--- config.mk ---
export PLATFORM = sky130hd
export DESIGN_NAME = bsg_mul_iterative_arbiter
export DESIGN_NICKNAME = d
export VERILOG_FILES = /design/src/rtl/bsg_mul_iterative_arbiter.sv
export SDC_FILE = /design/constraint.sdc
export NUM_CORES = 1
export LEC_CHECK = 0
export CAP_MARGIN = 20
export CORE_AREA = 8 8 354 356
export DETAILED_ROUTE_END_ITERATION = 7
export DIE_AREA = 0 0 362 364
export GPL_TIMING_DRIVEN = 0
export PLACE_DENSITY = 0.4
export SKIP_LAST_GASP = 1
export SYNTH_ARGS = -nofsm -noshare
export SYNTH_HDL_FRONTEND = slang
export SYNTH_SLANG_ARGS = --single-unit
export TNS_END_PERCENT = 5
--- constraint.sdc ---
create_clock -name clk_i -period 2.12 [get_ports clk_i]
set_input_delay 0.212 -clock clk_i [delete_from_list [all_inputs] [get_ports clk_i]]
set_output_delay 0.212 -clock clk_i [all_outputs]
set_load 0.02 [all_outputs]
--- src/rtl/bsg_mul_iterative_arbiter.sv ---
// Round-robin front end that shares one iterative multiplier among several requesters.
// It accepts one request at a time, issues it to the multiplier, and holds the tagged product until it is consumed.
module bsg_mul_iterative_arbiter #(
  parameter  int width_p     = 64,
  parameter  int num_req_p   = 4,
  localparam int id_width_lp = (num_req_p > 1) ? $clog2(num_req_p) : 1
) (
  input  logic                           clk_i,
  input  logic                           reset_i,
  input  logic [num_req_p-1:0]           v_i,
  input  logic [num_req_p*width_p-1:0]   opA_i,
  input  logic [num_req_p*width_p-1:0]   opB_i,
  input  logic [num_req_p-1:0]           signed_i,
  output logic [num_req_p-1:0]           yumi_o,
  output logic                           v_o,
  output logic [2*width_p-1:0]           result_o,
  output logic [id_width_lp-1:0]         id_o,
  input  logic                           yumi_i,
  output logic                           mul_v_o,
  output logic [width_p-1:0]             mul_opA_o,
  output logic [width_p-1:0]             mul_opB_o,
  output logic                           mul_signed_o,
  input  logic                           mul_ready_i,
  input  logic                           mul_v_i,
  input  logic [2*width_p-1:0]           mul_result_i,
  output logic                           mul_yumi_o
);

  typedef enum logic [1:0] {
    eIdle  = 2'd0,
    eIssue = 2'd1,
    eWait  = 2'd2,
    eResp  = 2'd3
  } state_e;

  state_e                   state_r;
  logic [id_width_lp-1:0]   rr_ptr_r;
  logic [id_width_lp-1:0]   id_r;
  logic [width_p-1:0]       opa_r;
  logic [width_p-1:0]       opb_r;
  logic                     signed_r;
  logic [2*width_p-1:0]     result_r;
  logic                     v_r;
  logic                     mul_v_r;

  logic                     grant_v_s;
  logic [id_width_lp-1:0]   grant_id_s;
  logic [id_width_lp-1:0]   scan_idx_s;
  logic [width_p-1:0]       grant_opa_s;
  logic [width_p-1:0]       grant_opb_s;
  logic                     grant_signed_s;
  logic [num_req_p-1:0]     yumi_s;
  logic                     mul_yumi_s;

  // Round-robin pick: scan downward so the last hit is the first requester after rr_ptr_r.
  always_comb begin
    grant_v_s  = |v_i;
    grant_id_s = '0;
    scan_idx_s = '0;
    for (int k = num_req_p; k >= 1; k--) begin
      scan_idx_s = id_width_lp'((int'(rr_ptr_r) + k) % num_req_p);
      grant_id_s = v_i[scan_idx_s] ? scan_idx_s : grant_id_s;
    end
  end

  // Winner's operands, selected from the packed request buses.
  always_comb begin
    grant_opa_s    = opA_i[int'(grant_id_s)*width_p +: width_p];
    grant_opb_s    = opB_i[int'(grant_id_s)*width_p +: width_p];
    grant_signed_s = signed_i[grant_id_s];
  end

  // Grant is only visible while idle and out of reset, so nothing is consumed that is not latched.
  always_comb begin
    yumi_s = '0;
    if ((state_r == eIdle) && grant_v_s && !reset_i) begin
      yumi_s[grant_id_s] = 1'b1;
    end else begin
      yumi_s = '0;
    end
  end

  // Result is taken in the same cycle the multiplier presents it.
  always_comb begin
    mul_yumi_s = (state_r == eWait) && mul_v_i && !reset_i;
  end

  // Control FSM with operand, result and handshake registers.
  always_ff @(posedge clk_i) begin
    if (reset_i) begin
      state_r  <= eIdle;
      rr_ptr_r <= id_width_lp'(num_req_p - 1);
      id_r     <= '0;
      opa_r    <= '0;
      opb_r    <= '0;
      signed_r <= 1'b0;
      result_r <= '0;
      v_r      <= 1'b0;
      mul_v_r  <= 1'b0;
    end else begin
      case (state_r)
        eIdle: begin
          if (grant_v_s) begin
            opa_r    <= grant_opa_s;
            opb_r    <= grant_opb_s;
            signed_r <= grant_signed_s;
            id_r     <= grant_id_s;
            rr_ptr_r <= grant_id_s;
            mul_v_r  <= 1'b1;
            state_r  <= eIssue;
          end else begin
            state_r  <= eIdle;
          end
        end
        eIssue: begin
          // The multiplier only samples v while ready, so drop v once it has been taken.
          if (mul_ready_i) begin
            mul_v_r <= 1'b0;
            state_r <= eWait;
          end else begin
            state_r <= eIssue;
          end
        end
        eWait: begin
          if (mul_v_i) begin
            result_r <= mul_result_i;
            v_r      <= 1'b1;
            state_r  <= eResp;
          end else begin
            state_r  <= eWait;
          end
        end
        eResp: begin
          if (yumi_i) begin
            v_r     <= 1'b0;
            state_r <= eIdle;
          end else begin
            state_r <= eResp;
          end
        end
        default: begin
          v_r     <= 1'b0;
          mul_v_r <= 1'b0;
          state_r <= eIdle;
        end
      endcase
    end
  end

  assign yumi_o       = yumi_s;
  assign v_o          = v_r;
  assign result_o     = result_r;
  assign id_o         = id_r;
  assign mul_v_o      = mul_v_r;
  assign mul_opA_o    = opa_r;
  assign mul_opB_o    = opb_r;
  assign mul_signed_o = signed_r;
  assign mul_yumi_o   = mul_yumi_s;

endmodule

---- Yosys cells after proc, flatten, opt, wreduce, memory -nomap -nowiden ----
Index checks and enable logic that the tools add are counted.
storage, ports and cells
  flip-flop bits (word level) ............. 265
  bits in latches ......................... 0
  memory bits (writable) .................. 0
  ROM bits ................................ 0
  bits of input ports ..................... 653
  output and inout port bits .............. 266
  logic and storage cells ................. 70
  memories kept ........................... 0
operators by class
  $add $sub $neg .......................... 4
  multiply operators ...................... 0
  divide/modulo/power cells ............... 0
  order comparisons ....................... 6
  eq/ne operators ......................... 7
  shift operators ......................... 2
  mux-type cells .......................... 28
  bitwise operators ....................... 0
  reduce and logical (&&, ||, !) cells .... 14
operators by type and width
  operator             number
  $shiftx 256x9->64    2
  $lt 2x3->1 const B   5
  $mux 1               12
  $mux 2               6
  $bmux 1 s2           5
  $ne 2x2->1 const B   4
  $pmux 2 s4           1
  $reduce_and 3->1     2
  $logic_and 1x1->1    5
  $add 2x1->2 const B  2
  $add 2x2->2 const B  2
  $eq 2x2->1 const B   2
  $mux 4               1
  $pmux 1 s2           2
  $reduce_and 2->1     2
  $reduce_bool 2->1    2
  $reduce_or 4->1      1
  $demux 1 s2          1
  $eq 2x1->1 const B   1
  $ge 2x1->1 const B   1
  $logic_not 2->1      1
  $logic_not 1->1      1

---- Depth between registers and ports, before layout ----
Gate-level depths: netlist of the first run.
  depth after elaboration ................. 12
  depth in mapped cells ................... 8
  depth with buffers taken out ............ 5

---- Worst setup path after synthesis of the first run ----
Ideal clock, no wire load.
  path type ............................... reg-to-output
  from .................................... register rr_ptr_r[1]
  to ...................................... output yumi_o[0]
  arrival time ............................ 1.692 ns
  required time ........................... 1.908 ns
  slack ................................... 0.216 ns
  cell stages (with the launch flop) ...... 8
  buffers on the path ..................... 2
  path through ............................ dfxtp_1 or3b_1 o211ai_2 nand2_1 or2_1 clkbuf_1 clkbuf_1 nor2_1
on the way
  longest elaborated chain between the ends .. 12
RTL lines
  element                                                                RTL line  source
  start, declared                                                        37        logic [id_width_lp-1:0] rr_ptr_r;
  start signal, assigned                                                 92        rr_ptr_r <= id_width_lp'(num_req_p - 1);
  start signal, assigned                                                 108       rr_ptr_r <= grant_id_s;
  $add 2x1->2                                                            61        scan_idx_s = id_width_lp'((int'(rr_ptr_r) + k) % num_req_p);
  $bmux 1 s2                                                             62        grant_id_s = v_i[scan_idx_s] ? scan_idx_s : grant_id_s;
  $mux 1 (implied by the code)                                           62
  $mux 2 (3 in series)                                                   62
  $mux 2 (*)                                                             62
  $lt 2x3->1 (implied by the code) / $ge 2x1->1 (equally long branches)  77        yumi_s[grant_id_s] = 1'b1;
  $logic_and 1x1->1 (implied by the code)                                77
  $mux 1 (implied by the code)                                           77
  $demux 1 s2 (*)                                                        77
  $mux 4 (*)                                                             76        if ((state_r == eIdle) && grant_v_s && !reset_i) begin
  end, declared                                                          14        output logic [num_req_p-1:0] yumi_o,
Every way passes the cells marked *; elsewhere a longest branch is shown, timed or not. The select of a mux whose other input is x is not followed.

---- Worst setup path after layout of the first run ----
  from .................................... input v_i[1]
  to ...................................... output yumi_o[2]
on the way
  longest elaborated chain between the ends .. 11
RTL lines
  element                                                                RTL line  source
  start, declared                                                        10        input logic [num_req_p-1:0] v_i,
  $bmux 1 s2                                                             62
  $mux 1 (implied by the code)                                           62
  $mux 2 (4 in series)                                                   62
  $lt 2x3->1 (implied by the code) / $ge 2x1->1 (equally long branches)  77
  $logic_and 1x1->1 (implied by the code)                                77
  $mux 1 (implied by the code)                                           77
  $demux 1 s2                                                            77
  $mux 4 (*)                                                             76
Marks and branches as above.

==> results of run 1 <==
cells in the mapped netlist, drive strengths merged:
cell / n / share of area
a211oi: 39 / 0.023
a211o: 2 / 0.0014
o221ai: 110 / 0.11
inv: 19 / 0.0056
a21oi: 133 / 0.052
nor3: 2 / 0.0012
nor2: 16 / 0.0047
and2b: 1 / 0.00059
or3b: 1 / 0.00069
clkbuf: 75 / 0.022
nand3: 2 / 0.00078
or2: 3 / 0.0015
nand3b: 1 / 0.00059
nand2b: 4 / 0.0020
dfxtp: 265 / 0.42
buf: 51 / 0.031
and3: 1 / 0.00049
a21o: 1 / 0.00059
nor2b: 1 / 0.00049
nand2: 372 / 0.11
a31oi: 20 / 0.0098
o211ai: 1 / 0.00098
o21ai: 3 / 0.0015
o21bai: 20 / 0.012
mux2i: 239 / 0.19
cell type report:
class / count / area [sq um]
clock inverters: 18 / 235.2
multi-input cells: 972 / 6979
diodes: 15 / 37.54
fillers: 13186 / 93210
clock buffers: 54 / 1104
repair buffers: 943 / 9500
inverters: 19 / 71.32
well taps: 1612 / 2017
flip-flops and latches: 265 / 5310
plain buffers: 123 / 870.8
cells by family (layout without fill, tap and decap cells):
group / count (synthesis) / in the layout
AO/OA/AOI/OAI: 329 / 329
buffers and inverters: 145 / 1157
flip-flops: 265 / 265
multiplexers: 239 / 239
other: 0 / 15
AND/OR/NAND/NOR: 404 / 404
registers in the layout (all words and copies together), names as in the netlist:
name / flops
mul_v_o: 1
mul_opA_o: 64
v_o: 1
id_o: 2
state_r: 2
result_o: 128
rr_ptr_r: 2
mul_signed_o: 1
mul_opB_o: 64
power by group:
group	internal [uW]	total, uW	switching [uW]
registers	5550	5880	325
logic	3530	7310	3790
clock network	4170	7020	2850
total	13200	20200	6960
critical path: stages:
cell and delay (ns):
clkdlybuf4s50_1 0.53, o21ai_0 0.34, clkbuf_2 0.53, nand3_4 0.21, nor2_1 0.13, buf_2 0.18
per-layer routing:
layer / global-route usage / vias to the layer above / routed length (um)
met5: 0 / - / 79
met2: 0.2751 / 637 / 53960
met4: 0.04346 / 12 / 2864
li1: - / 6939 / -
met3: 0.05662 / 131 / 8987
met1: 0.1630 / 6916 / 39900
repair_timing:
action                                  4_1_cts  5_1_grt
gates cloned                                  1        0
gates resized for setup                     119       36
endpoints found under the setup margin      264      154
setup buffers                                14        3
hold buffers                                  0        0
pin swaps                                     5        6
through the flow:
| step | TNS [ns] | hold slack (ns) | cell area, sq um | total power (uW) |
|---|---|---|---|---|
| after global placement | -235.49 | 0.4425 | 23970 | 12970 |
| final | -7.212 | 0.1685 | 26130 | 20210 |
| after floorplan | 0 | 0.3480 | 12760 | 8950 |
| after detailed placement | -226.22 | 0.4453 | 24070 | 13030 |
| after CTS | -14.64 | 0.1029 | 25940 | 20670 |
| after global routing | -20.88 | 0.1297 | 26100 | 21240 |
worst paths after layout:
kind / start / end / slack (ns) / depth (start not counted)
worst max-delay path: v_i[1] / yumi_o[2] / -0.23 / 6
worst min-delay path: mul_result_i[125] / result_o[125] / 0.17 / 3
worst max register to register: rr_ptr_r[0] / mul_opB_o[2] / -0.20 / 9
worst min register to register: result_o[118] / result_o[118] / 0.45 / 2
==> results.md, run 1 <==
Yosys
• compound AO/OA/AOI/OAI gates — main combinational cell family by area after synthesis
• 0.1874 — multiplexer area fraction after synthesis
• 1,382 — synthesized instance count
• 2,035 — Syn Nets
• 265 — flip-flop and latch count after synthesis
• 0.1223 — fraction of the mapped netlist area in simple logic gates
• 0.01276 sq mm — area of the mapped netlist
• 0 — xor/xnor share of the synthesized area
• 0 — total of warnings raised by yosys
• 0.4156 — sequential fraction of the synthesis area
• 0.2162 — area fraction in compound gates after synthesis
• 0 — adder-cell share of the synthesized area
• 9.236 sq um — post-synthesis average cell area
• 33 — count of different cell masters after synthesis

Floorplan
• 919 — number of top-level pins
• 0.1193 sq mm — core region area
• 364 um — vertical extent of the die
• 127 — num rows
• 0.1070 — starting utilization of the core area
• 0.1318 sq mm — DIE AREA
• 362 um — horizontal extent of the die

Final layout
• 3,017 — net count reported at finish
• 4,021 — count of non-filler cells in the finished layout
• clkdlybuf4s50_1 — most common library cell in the layout ignoring fill and taps
• clkdlybuf4s50_1 (913), nand2_1 (372), dfxtp_1 (263), mux2i_1 (217), a21oi_1 (133) — commonest cells after routing, fill and taps aside
• 0.1165 — fraction of final layout cells with drive strength greater than 1
• 104.7% — area growth from synthesis to layout
• 0.2189 — fraction of the core area covered by cells at the end of the flow

Clocking
• 3 — Bufs on Longest Clock Path
• 2 — level count of the clock H-tree
• clkbuf_16 — clock tree root buffer cell
• 0.06 ns — clock-pin transition on the worst setup and hold timing paths
• done — TritonCTS clock tree
• 40 — number of buffers created by CTS
• 265 — clock net sink count
• 0.58 ns — insertion delay of the later-clocked pin in the worst-skew pair

Place
• -1.399 ns — Post-Place Worst Slack
• 90,650 um — half-perimeter wire length of the detailed placement result
• 3,919 — cell count after placement
• 0.8640 — final weighted congestion of routability-driven global placement
• 918 — count of input and output buffers

Global route
• 137,800 um — global-route wire length before repair
• 0.1512 — GR Util All Layers
• 0 — sum of overflow across all layers after global routing
• 43 — initial antenna violation count
• 20 — pin count of the biggest net entering global routing
• 15,494 — vias in the first global route

Drt
• 5 — Pre-Repair DR Iteration Count
• 26.31 um — detail-routed net length per standard cell
• 3.640 — routed via count divided by cell count
• 14,635 — detailed-route via count
• 578 — detailed router's first-iteration violation count
• 0 — remaining antenna violation count after routing
• 105,800 um — total routed wirelength
• 0 — DRC violation count after routing

Worst setup path
• input pin — type of origin of the critical path
• output pin — critical path capture point type
• 2.14 ns — data arrival time of the critical path
• input pin to output pin — path type of the worst setup path
• 10 — maximum fanout along the worst path
• 1.91 ns — data required time at the worst endpoint

Timing
• 0.01065 ns — worst clock skew on the final layout
• 88 — final setup fails
• 0.4229 — Slew HR
• 0.4252 GHz — timing-limited maximum frequency
• -0.2319 ns — final worst setup slack
• 0.8657 ns — Least-Margin Pin Slew
• 1.109 — fin crit share
• 0 — Final Slew Violations
• 0 — Hold Violations, Final
• 2.352 ns — Period minus WS final
• yes — RSZ-0062 raised after global routing

Pwr
• 441.9 uV — worst supply voltage drop on vdd
• 0.009490 uW — P_leak
• 773.5 mW/mm^2 — power per cell area

Min path
• input pin to flop — classification of the worst-slack hold path

Flow run
• 0 — max-capacitance violation count

Outcome
• negative setup slack — failing checks
• complete, but fails checks — run status

(Power assumes the default switching activity.)
==> inputs of run 2 (changes only) <==
==> constraint.sdc (replaced) <==
create_clock -name clk_i -period 2.12 [get_ports clk_i]
set_input_delay 0.424 -clock clk_i [delete_from_list [all_inputs] [get_ports clk_i]]
set_output_delay 0.424 -clock clk_i [all_outputs]
set_load 0.02 [all_outputs]
==> results.md, run 2 (synthesis results as in run 1) <==
Outcome
• complete, but fails checks — run status
• negative setup slack — failing checks

Clocking
• clkbuf_16 — clock tree root buffer cell
• 265 — clock net sink count
• done — TritonCTS clock tree
• 0 — CTS Hold Buffers Added
• 0.58 ns — insertion delay of the later-clocked pin in the worst-skew pair
• 0.06 ns — clock-pin transition on the worst setup and hold timing paths
• 2 — level count of the clock H-tree
• 40 — number of buffers created by CTS
• 3 — Bufs on Longest Clock Path

Worst setup path
• flop — type of origin of the critical path
• output pin — critical path capture point type
• 4 — maximum fanout along the worst path
• flop to output pin — path type of the worst setup path
• 1.70 ns — data required time at the worst endpoint
• 2.12 ns — data arrival time of the critical path

Place
• 0.02407 sq mm — Post-DP Area
• 918 — count of input and output buffers
• 90,650 um — half-perimeter wire length of the detailed placement result
• 0.8640 — final weighted congestion of routability-driven global placement
• 3,919 — cell count after placement

Floorplan
• 919 — number of top-level pins
• 364 um — vertical extent of the die
• 0.1193 sq mm — core region area
• 127 — num rows
• 362 um — horizontal extent of the die
• 0.1318 sq mm — DIE AREA
• 0.1070 — starting utilization of the core area

Final layout
• 128 — flip-flop count of the largest register, all copies and words added
• 106.8% — area growth from synthesis to layout
• 0.02640 sq mm — finished layout cell area
• clkdlybuf4s50_1 (911), nand2_1 (372), dfxtp_1 (263), mux2i_1 (218), a21oi_1 (133) — commonest cells after routing, fill and taps aside
• clkdlybuf4s50_1 — most common library cell in the layout ignoring fill and taps
• 3,030 — net count reported at finish
• 4,034 — count of non-filler cells in the finished layout
• 0.1201 — fraction of final layout cells with drive strength greater than 1

Timing
• yes — RSZ-0062 raised after global routing
• 0.3926 GHz — timing-limited maximum frequency
• 0.01318 ns — worst clock skew on the final layout
• 1.202 — fin crit share
• 134 — final setup fails
• -22.75 ns — setup TNS
• 0 — Final Slew Violations
• 0.3788 ns — worst hold slack
• 0 — Hold Violations, Final
• -0.4273 ns — final worst setup slack
• 2.547 ns — Period minus WS final
• 0.4511 — Slew HR
• 0.8234 ns — Least-Margin Pin Slew

Global route
• 139,000 um — global-route wire length before repair
• 0 — sum of overflow across all layers after global routing
• 15,610 — vias in the first global route
• 0.1527 — GR Util All Layers
• 20 — pin count of the biggest net entering global routing
• 45 — initial antenna violation count

Drt
• 14,632 — detailed-route via count
• 0 — DRC violation count after routing
• 688 — detailed router's first-iteration violation count
• 106,600 um — total routed wirelength
• 3.627 — routed via count divided by cell count
• 5 — Pre-Repair DR Iteration Count
• 26.43 um — detail-routed net length per standard cell
• 0 — remaining antenna violation count after routing

Pwr
• 775.4 mW/mm^2 — power per cell area
• 441.3 uV — worst supply voltage drop on vdd
• 0.009638 uW — P_leak

Flow run
• 0 — max-capacitance violation count

Min path
• input pin to flop — classification of the worst-slack hold path

run 2: changes by cell type in the layout (fill, tap and decap cells not counted), moves of 2 or more:
cell / before / now
buf_12: 6 / 13
buf_4: 32 / 39
buf_6: 19 / 14
buf_16: 6 / 9
clkbuf_1: 64 / 66
clkbuf_16: 41 / 43
clkdlybuf4s50_1: 913 / 911
dlymetal6s2s_1: 0 / 2
mux2i_2: 12 / 10
run 2: cell type report:
| type | instances | area, sq um |
|---|---|---|
| antenna | 15 | 37.54 |
| buffer | 124 | 959.7 |
| clock buffer | 54 | 1104 |
| clock inverter | 18 | 235.2 |
| fill | 13185 | 92940 |
| inverter | 19 | 71.32 |
| multi-input combinational | 972 | 6974 |
| sequential | 265 | 5310 |
| tap | 1612 | 2017 |
| timing repair buffer | 955 | 9691 |
run 2: critical path, cell delays in order (launching register included):
cell and delay (ns):
dfxtp_2 0.34, and2b_1 0.21, o21ai_2 0.15, and3_4 0.21, buf_12 0.15, buf_16 0.15
buf_16 0.13, nor2_4 0.04, buf_6 0.12
run 2: routing by layer:
metal / track usage / share of wire
met5: 0 / 0.00067
met4: 0.04393 / 0.028
met3: 0.05667 / 0.085
met2: 0.2777 / 0.51
met1: 0.1651 / 0.38
run 2: what timing repair did:
item,4_1_cts,5_1_grt
pin swaps,7,4
setup endpoints to repair,325,303
cloned,2,0
setup buffers,27,1
gates resized for setup,152,30
run 2: power breakdown:
part	leakage (uW)	switching [uW]	internal, uW
combinational	0.00682	3850	3710
sequential	0.00217	323	5550
clock	0.000653	2870	4170
run 2: metrics by stage:
step | utilization | total power [uW] | worst slack [ns]
2_1_floorplan | - | 8950 | -0.06016
3_3_place_gp | 0.2009 | 12970 | -1.942
3_5_place_dp | 0.2017 | 13030 | -1.823
4_1_cts | 0.2202 | 20970 | -0.5115
5_1_grt | 0.2210 | 21500 | -0.5393
6_report | 0.2212 | 20470 | -0.4273
run 2: final timing paths:
| kind | from | endpoint | slack (ns) | depth (start not counted) |
|---|---|---|---|---|
| worst max-delay path | rr_ptr_r[0] | yumi_o[3] | -0.43 | 8 |
| worst min-delay path | mul_result_i[125] | result_o[125] | 0.38 | 3 |
| worst min register to register | result_o[118] | result_o[118] | 0.45 | 2 |
| worst max register to register | rr_ptr_r[0] | mul_opB_o[30] | -0.42 | 10 |
